`config.mk`:
```
export PLATFORM = sky130hd
export DESIGN_NAME = memory_arbiter_ctrl
export DESIGN_NICKNAME = d
export VERILOG_FILES = /design/src/rtl/caches_pkg.sv /design/src/rtl/mem_arb_watchdog.sv /design/src/rtl/memory_arbiter_ctrl.sv
export SDC_FILE = /design/constraint.sdc
export NUM_CORES = 1
export LEC_CHECK = 0
export ABC_AREA = 1
export ABC_CLOCK_PERIOD_IN_PS = 2400
export CAP_MARGIN = 40
export CORE_AREA = 3 3 103 105
export DETAILED_ROUTE_END_ITERATION = 10
export DIE_AREA = 0 0 106 108
export GPL_TIMING_DRIVEN = 1
export PLACE_DENSITY = 0.72
export SLEW_MARGIN = 40
export SYNTH_ARGS = -nofsm -noshare
export SYNTH_HDL_FRONTEND = slang
export SYNTH_SLANG_ARGS = --single-unit
```
`constraint.sdc`:
```
create_clock -name CLK -period 2.4 [get_ports CLK]
set_input_delay 0.48 -clock CLK [delete_from_list [all_inputs] [get_ports CLK]]
set_output_delay 0.48 -clock CLK [all_outputs]
set_load 0.02 [all_outputs]
```
`src/rtl/caches_pkg.sv`:
```
// rtl/caches_pkg.sv - shared cache/RAM types and arbiter state encoding.
package caches_pkg;
  typedef logic [31:0] word_t;

  typedef enum logic [1:0] {
    FREE   = 2'd0,
    BUSY   = 2'd1,
    ACCESS = 2'd2,
    ERROR  = 2'd3
  } ramstate_t;

  typedef enum logic [2:0] {
    IDLE    = 3'd0,
    D_LOAD  = 3'd1,
    D_STORE = 3'd2,
    I_LOAD  = 3'd3,
    ERR     = 3'd4
  } arb_state_t;

  localparam int ARB_TIMEOUT_DEFAULT = 64;
endpackage

```
`src/rtl/mem_arb_watchdog.sv`:
```
// rtl/mem_arb_watchdog.sv - grant watchdog; expired while enabled at TIMEOUT_CYCLES-1.
module mem_arb_watchdog #(
  parameter int TIMEOUT_CYCLES = 64
) (
  input  logic CLK,
  input  logic RST,
  input  logic clear,
  input  logic enable,
  output logic expired
);
  localparam int CW = (TIMEOUT_CYCLES > 1) ? $clog2(TIMEOUT_CYCLES) : 1;
  localparam logic [CW-1:0] LIMIT = CW'(TIMEOUT_CYCLES - 1);

  logic [CW-1:0] count;

  always_ff @(posedge CLK or posedge RST) begin
    if (RST) begin
      count <= '0;
    end else if (clear) begin
      count <= '0;
    end else if (enable && (count != LIMIT)) begin
      count <= count + 1'b1;
    end
  end

  assign expired = enable && (count == LIMIT);
endmodule

```
`src/rtl/memory_arbiter_ctrl.sv`:
```
// rtl/memory_arbiter_ctrl.sv - shares one RAM port between icache fetches and dcache loads/stores.
module memory_arbiter_ctrl
  import caches_pkg::*;
#(
  parameter int TIMEOUT_CYCLES = ARB_TIMEOUT_DEFAULT,
  parameter bit IFAIR          = 1'b1
) (
  input  logic      CLK,
  input  logic      RST,
  input  logic      iREN,
  input  logic      dREN,
  input  logic      dWEN,
  input  word_t     iaddr,
  input  word_t     daddr,
  input  word_t     dstore,
  input  word_t     ramload,
  input  ramstate_t ramstate,
  input  logic      ramBUSY,
  output logic      iwait,
  output logic      dwait,
  output word_t     iload,
  output word_t     dload,
  output word_t     ramaddr,
  output word_t     ramstore,
  output logic      ramREN,
  output logic      ramWEN,
  output logic      load_done,
  output logic      store_done,
  output logic      arb_error
);
  arb_state_t state, state_next;
  logic       last_d, last_d_next;
  logic       grant, owner_req, done, expired;

  assign grant = (state == D_LOAD) || (state == D_STORE) || (state == I_LOAD);

  mem_arb_watchdog #(.TIMEOUT_CYCLES(TIMEOUT_CYCLES)) u_watchdog (
    .CLK    (CLK),
    .RST    (RST),
    .clear  (state_next != state),
    .enable (grant),
    .expired(expired)
  );

  always_ff @(posedge CLK or posedge RST) begin
    if (RST) begin
      state  <= IDLE;
      last_d <= 1'b0;
    end else begin
      state  <= state_next;
      last_d <= last_d_next;
    end
  end

  always_comb begin
    state_next  = state;
    last_d_next = last_d;
    owner_req   = 1'b0;
    done        = 1'b0;
    iwait       = 1'b1;
    dwait       = 1'b1;
    iload       = '0;
    dload       = '0;
    ramaddr     = '0;
    ramstore    = '0;
    ramREN      = 1'b0;
    ramWEN      = 1'b0;
    load_done   = 1'b0;
    store_done  = 1'b0;

    if (state == IDLE) begin
      // Fairness: after a data grant a pending fetch jumps ahead of data requests.
      if (IFAIR && last_d && iREN) begin
        state_next  = I_LOAD;
        last_d_next = 1'b0;
      end else if (dWEN) begin
        state_next  = D_STORE;
        last_d_next = 1'b1;
      end else if (dREN) begin
        state_next  = D_LOAD;
        last_d_next = 1'b1;
      end else if (iREN) begin
        state_next  = I_LOAD;
        last_d_next = 1'b0;
      end
    end else if (grant) begin
      owner_req = (state == D_LOAD)  ? dREN :
                  (state == D_STORE) ? dWEN : iREN;
      done      = owner_req && (ramstate == ACCESS) && !ramBUSY;
      ramaddr   = (state == I_LOAD) ? iaddr : daddr;
      ramREN    = owner_req && (state != D_STORE);
      ramWEN    = owner_req && (state == D_STORE);
      if (state == D_STORE) ramstore = dstore;

      // A dropped request aborts the access quietly; completion wins over a same-cycle timeout.
      if (ramstate == ERROR) state_next = ERR;
      else if (!owner_req || done) state_next = IDLE;
      else if (expired) state_next = ERR;

      if (done) begin
        if (state == I_LOAD) begin
          iwait = 1'b0;
          iload = ramload;
        end else if (state == D_LOAD) begin
          dwait     = 1'b0;
          dload     = ramload;
          load_done = 1'b1;
        end else begin
          dwait      = 1'b0;
          store_done = 1'b1;
        end
      end
    end
  end

  assign arb_error = (state == ERR);
endmodule

```
==> results of run 1 <==
-- flip-flops by register name, indices dropped and copies added, names as in the netlist --
signal / count
last_d: 1
u_watchdog.count: 6
state: 3
-- kinds of logic after synthesis --
family | synth area share [%]
flops | 13.7
xor+xnor | 2.40
compound gates | 11.9
mux | 0.548
simple gates | 48.3
buf+inv | 22.5
fa+ha+maj | 0.684
-- power breakdown --
part | leakage, nW | switching [mW] | internal, mW | total, mW
sequential | 0.127 | 0.00279 | 0.171 | 0.174
clock | 0.0216 | 0.0589 | 0.109 | 0.168
combinational | 2.48 | 0.0909 | 0.216 | 0.307
-- metal layers --
| layer | vias up | wire length (µm) | global-route usage (%) |
|---|---|---|---|
| li1 | 1709 | - | - |
| met1 | 1502 | 3900 | 17.4 |
| met2 | 187 | 5990 | 35.3 |
| met3 | 12 | 958 | 4.60 |
| met4 | 0 | 118 | 2.50 |
| met5 | - | 0 | 0 |
-- critical path: stages (launching register included) --
cell and delay [ns]:
dfrtp_1 0.41, buf_4 0.15, inv_4 0.03, nor2_4 0.08, nand2_2 0.08, inv_2 0.06
nand2_1 0.05, nand2_2 0.07, inv_2 0.05, nor2_4 0.12, inv_2 0.05, nor2_4 0.13
clkinv_4 0.11, buf_6 0.13, nor3_2 0.09, buf_4 0.13, buf_6 0.11
-- metrics by stage --
| step | instances | area (µm²) |
|---|---|---|
| floorplan | 381 | 1830 |
| CTS | 803 | 4840 |
| global placement | 791 | 4860 |
| detailed placement | 791 | 4860 |
| finish | 810 | 4850 |
| global route | 810 | 4850 |
-- layout by cell type (no fill, tap or decap), types with 4 or more instances in the layout --
cell / n
nor2_2: 23
nand3_1: 10
nor2_1: 142
buf_6: 20
buf_12: 6
dfrtp_1: 9
clkbuf_2: 47
buf_4: 80
nand2_2: 4
inv_1: 73
clkdlybuf4s50_1: 132
o21ai_0: 34
inv_2: 7
nor2_4: 15
nand2_1: 17
a21oi_1: 5
buf_2: 17
dlygate4sd2_1: 7
-- worst min-delay path by stage --
stage	start	to	depth (start not counted)
global placement	last_d	last_d	1
global route	last_d	last_d	1
floorplan	RST	last_d	1
detailed placement	last_d	last_d	1
finish	last_d	last_d	1
CTS	last_d	last_d	1
-- area by class of cell --
class / count / area, µm²
Tap cell: 133 / 166
Sequential cell: 10 / 251
Inverter: 82 / 315
Fill cell: 988 / 4870
Clock buffer: 3 / 41.3
Timing Repair Buffer: 313 / 2730
Multi-Input combinational cell: 269 / 1350
-- timing repair --
item,4_1_cts,5_1_grt
endpoints found under the hold margin,0,0
setup endpoints to repair,110,128
setup buffers,7,7
resized for setup,468,157
cloned,2,1
pin swaps,2,7
==> results.md, run 1 <==
- Total power: 0.649 mW
- Wire length per cell: 13.5 µm
- Worst Path Arrival: 2.10 ns
- Crit end category: output port
- Cell taking the most area after synthesis: nor2_1
- Status: complete, but fails checks
- Router iterations before antenna repair: 5
- Worst R2R End: u_watchdog.count[2]
- Syn_nets: 518
- Die width: 106 µm
- Pre-CTS setup slack: -0.678 ns
- Sequential area share after synthesis: 13.7%
- Top post-synthesis cells by count: nor2_1 (175), inv_1 (74), o21ai_0 (34)
- Final setup vio count: 36
- Number of placed I/O pins: 271
- DRC: 0
- CTS tree: done
- Core Rows: 36
- Detailed router's first-iteration violation count: 118
- Reg2reg path depth: 14
- R2r startpoint: state[0]
- Ys async rst share: 100%
- Final ANT Viol Nets: 0
- # hold bufs at CTS: 0
- Worst-case vdd ir drop: 0.162 mV
- Initial Util: 18.8%
- Clock Sinks: 10
- Largest net degree at the start of global routing: 34
- Vias/cell: approximately 4.2
- Diodes inserted: 0
- CP endpoint: dload[31]
- CTS Buf Count: 3
- Slew Limit Fails: 0
- Fmax: 387 MHz
- H-Tree Depth: 1
- Syn avg cell area: 4.80 µm²
- Maximum root-to-sink buffer count: 2
- Crit. Startpoint: state[0]
- Clock Latency Late Sink: 0.23 ns
- Vias in the first global route: 3334
- First-pass GRT wire length: 16000 µm
- Layout cells sized above 1: 34.7%
- Critical Path RT: 1.92 ns
- Leakage: approximately 2.6 nW
- Ranking of synthesized cells by area: nor2_1 (36%), inv_1 (15%), dfrtp_1 (14%), o21ai_0 (9.3%), nand2_1 (4.1%)
- Seq cells post-synth: 10
- Cells after Synth: ~380
- Hold/Removal Path Class: flip-flop to flip-flop
- Via count: 3410
- Main flop type after synthesis: dfrtp_1
- Max-Cap Viols: 0
- Fin Hold WS: ~0.48 ns
- Area Growth Syn to Fin: 166%
- Crit Path Class: flip-flop to output port
- PD cells: 134 nW/µm²
- RSZ-0062 raised after global routing: true
- Final Hold Vio Count: 0
- Die span in y: 108 µm
- Final min period: 2.58 ns
- Core Region: 9730 µm²
- Final Util: 49.9%
- Final WS setup: -0.182 ns
- Total gr overflow: 0
- Startpoint types: flip-flop
- Initial antenna violation count: 0
- Top-count cell post-synth: nor2_1
- # port buffers: 270
- Final GP Congestion: 0.868
- Sum Neg Setup Slack: -4.16 ns
- Synth top area share: 35.9%
- Reg2reg setup slack: 0.32 ns
- Setup Skew: 0.00345 ns
- Final period utilization: 108%
- Die area: between 10000 and 15000 µm²
- Clk pin slew, worst setup/hold paths: 0.05 ns
- EDFF count, synth: 0
- CP Max Fanout: 4
- Clock root buffer: clkbuf_8
- Measured slew at the worst slew-check pin: 0.394 ns
- Synth warnings: 0
- Nets: 816
- Failing checks: setup timing
- GRT Resource Usage Total: around 17%
- Netlist cell types: 24
- HPWL Detailed: 8940 µm
- Total Wirelength: roughly 11000 µm
- Slew margin rel.: 73.7%
- Post-Syn Area: 1830 µm²
Note: power is estimated with default switching activity, not from simulation.
==> inputs of run 2 (changes only) <==
- ABC_AREA: 1 -> default
- CORE_AREA: 3 3 103 105 -> 3 3 104 106
- CTS_CLUSTER_DIAMETER: default -> 50
- DIE_AREA: 0 0 106 108 -> 0 0 107 109
==> results.md, run 2 <==
- Status: complete, but fails checks
- Failing checks: setup timing
- Max-Cap Viols: 0 (unchanged)
- Wire length per cell: 16.5 µm (+22%)
- # port buffers: 270 (unchanged)
- Measured slew at the worst slew-check pin: 0.438 ns (+0.0436 ns)
- Crit end category: output port
- Die width: 107 µm (+0.94%)
- Layout cells sized above 1: 41.2% (+6.5 points)
- First-pass GRT wire length: 17000 µm (+6.4%)
- Main flop type after synthesis: dfrtp_1
- CTS tree: done
- RSZ-0062 raised after global routing: true
- Placed cells: 707 (-11%)
- Total Wirelength: 12100 µm (+10%)
- Crit Path Class: flip-flop to output port
- Top post-synthesis cells by count: and2_1 (73), nand2_1 (70), a21oi_1 (36)
- Final WS setup: -0.127 ns (+0.0545 ns)
- Final GP Congestion: 0.771 (-11%)
- Post-synthesis xor/xnor area fraction: 1.88% (-0.51 points)
- Setup Skew: 0.00116 ns (-0.00228 ns)
- Adder-Cell Fraction of Synth Area: 0.673% (-0.012 points)
- Initial Util: 18.8% (+0.060 points)
- Top-count cell post-synth: and2_1
- Netlist cell types: 42 (+75%)
- Synth warnings: 0 (unchanged)
- Syn_nets: 438 (-15%)
- Post-synthesis compound-gate area fraction: 17.3% (+5.4 points)
- Syn avg cell area: 6.18 µm² (+29%)
- Area of placed instances: 4910 µm² (+1.1%)
- Clock root buffer: clkbuf_8
- Core Region: 9860 µm² (+1.4%)
- Reg2reg path depth: 8 (-6)
- Worst Path Arrival: 2.05 ns (-0.05 ns)
- HPWL Detailed: 8950 µm (about the same)
- Seq cells post-synth: 10 (unchanged)
- Commonest non-fill, non-tap cell in the layout: clkdlybuf4s50_1
- Maximum root-to-sink buffer count: 2 (unchanged)
- Slew Limit Fails: 0 (unchanged)
- # hold bufs at CTS: 0 (unchanged)
- EDFF count, synth: 0 (unchanged)
- Slew margin rel.: 70.7% (-3.0 points)
- Initial antenna violation count: 0 (unchanged)
- Gate power share: 43.8% (-3.5 points)
- Final min period: 2.53 ns (-0.0545 ns)
- Pint: 0.534 mW (+7.4%)
- Clk pin slew, worst setup/hold paths: 0.05 ns (about the same)
- Fin cells: 732 (-9.6%)
- Via count: 3279 (-3.8%)
- Synth Area in Simple Gates: 59.7% (+11 points)
- R2r startpoint: state[1]
- Sw power: 0.154 mW (+0.90%)
- GRT Resource Usage Total: 18.4% (+1.3 points)
- Nets: 737 (-9.7%)
- Area Growth Syn to Fin: 190%
- Hold Path Depth: 1 (unchanged)
- Fin Hold WS: 0.490 ns (+0.00836 ns)
- Part of the power in registers: 24.9% (-1.9 points)
- Cells after Synth: 301 (-21%)
- Largest net degree at the start of global routing: 33 (-2.9%)
- Cell taking the most area after synthesis: and2_1
- Total power: 0.688 mW (+5.9%)
- Fmax: 396 MHz (+2.2%)
- Mux cell area share after synthesis: 1.08% (+0.53 points)
- Critical Path RT: 1.92 ns (about the same)
- Combinational family with the most area after synthesis: simple AND/OR/NAND/NOR gates
- Vias/cell: 4.48 (+6.4%)
- Vias in the first global route: 3282 (-1.6%)
- CP Max Fanout: 8 (+4)
- Startpoint types: flip-flop
- CTS Buf Count: 3 (unchanged)
- Worst R2R End: state[2]
- Router iterations before antenna repair: 4 (-1)
- Detailed router's first-iteration violation count: 219 (+86%)
- Die span in y: 109 µm (+0.93%)
- Worst-case vdd ir drop: 0.128 mV (-21%)
- Total gr overflow: 0 (unchanged)
- Core Rows: 36 (unchanged)
- Clock Sinks: 10 (unchanged)
- Clock Latency Late Sink: 0.24 ns (about the same)
- Number of placed I/O pins: 271 (unchanged)
- Cell area after layout: 5390 µm² (+11%)
- DRC: 0 (unchanged)
- Leakage: 2.61 nW (-0.74%)
- Clock power share: 31.3% (+5.4 points)
- H-Tree Depth: 1 (unchanged)
- Sum Neg Setup Slack: -6.20 ns (-2.04 ns)
- Ranking of synthesized cells by area: and2_1 (25%), nand2_1 (14%), dfrtp_1 (13%), a21oi_1 (9.7%), and2_2 (8.9%)
- Worst Hold Launch: last_d
- Net Sw Frac: 22.4% (-1.1 points)
- Final setup vio count: 62 (+72%)
- Post-Syn Area: 1860 µm² (+1.7%)
- Final Hold Vio Count: 0 (unchanged)
- Hold/Removal Path Class: flip-flop to flip-flop
- Most frequent cells in the layout: clkdlybuf4s50_1 (129), buf_6 (72), nand2_1 (69), and2_4 (61), a21oi_1 (35)
- Reg2reg setup slack: 0.36 ns (+0.04 ns)
- Sequential area share after synthesis: 13.5% (-0.23 points)
- Final period utilization: 105% (-2.3 points)
- Final ANT Viol Nets: 0 (unchanged)
- Synth top area share: 24.6% (-11 points)
- Max reg flops: 6 (unchanged)
- Worst hold endpoint: last_d
- Top Registers: u_watchdog.count: 6 flops, state: 3 flops, last_d: 1 flops
- Ys async rst share: 100% (unchanged)
- Diodes inserted: 0 (unchanged)
- Most flops, register: u_watchdog.count
- PD cells: 128 nW/µm² (-4.6%)
- Die area: 11700 µm² (+1.9%)
run 2: worst max path at each step:
stage	start	to	slack, ns	depth (start not counted)
6_report	state[1]	iload[16]	-0.13	8
5_1_grt	state[1]	iload[16]	-0.22	8
4_1_cts	state[1]	dload[25]	-0.20	9
3_5_place_dp	ramstate[1]	dload[31]	-0.91	6
3_3_place_gp	ramstate[1]	dload[31]	-0.88	6
2_1_floorplan	ramstate[0]	dload[22]	0.10	4
run 2: through the flow:
stage / setup WS, ns / util, %
after floorplan: 0.103 / -
after global placement: -0.882 / 49.8
after detailed placement: -0.907 / 49.8
after CTS: -0.202 / 55.4
after global routing: -0.219 / 54.6
final: -0.127 / 54.6
run 2: power groups by stage:
| stage | registers, mW | logic, mW | clock network (mW) |
|---|---|---|---|
| 2_1_floorplan | 0.174 | 0.0365 | 0 |
| 3_3_place_gp | 0.174 | 0.284 | 0 |
| 3_5_place_dp | 0.174 | 0.285 | 0 |
| 4_1_cts | 0.171 | 0.299 | 0.220 |
| 5_1_grt | 0.171 | 0.323 | 0.235 |
| 6_report | 0.171 | 0.301 | 0.215 |
run 2: critical path: stages, from the launching register on:
cell	delay (ns)
dfrtp_1	0.40
or3b_4	0.43
o221ai_4	0.23
buf_6	0.15
nor3_4	0.04
buf_6	0.14
buf_16	0.14
and2_4	0.15
buf_6	0.12
run 2: layout make-up:
cell class                      count  area, µm²
Clock buffer                        4       55.1
Multi-Input combinational cell    264       1710
Sequential cell                    10        250
Fill cell                         880       4480
Timing Repair Buffer              315       3180
Inverter                            6       25.0
Tap cell                          133        166
run 2: repair_timing:
| item | in CTS | in global routing |
|---|---|---|
| pin swaps | 41 | 13 |
| gates cloned | 7 | 2 |
| setup buffers | 13 | 3 |
| resized for setup | 624 | 73 |
| setup endpoints to repair | 129 | 124 |
run 2: logic make-up (layout without fill, tap and decap cells):
| family | Yosys count | in the layout |
|---|---|---|
| mux | 2 | 2 |
| xor+xnor | 4 | 4 |
| simple gates | 203 | 203 |
| buf+inv | 27 | 325 |
| compound gates | 54 | 54 |
| fa+ha+maj | 1 | 1 |
| flops | 10 | 10 |
run 2: per-layer routing:
layer / track usage, % / wire length [µm] / vias to the layer above
met3: 4.56 / 1080 / 15
met1: 18.1 / 4160 / 1500
met4: 3.74 / 186 / 0
met2: 38.3 / 6670 / 186
li1: - / - / 1578
met5: 0 / 0 / -
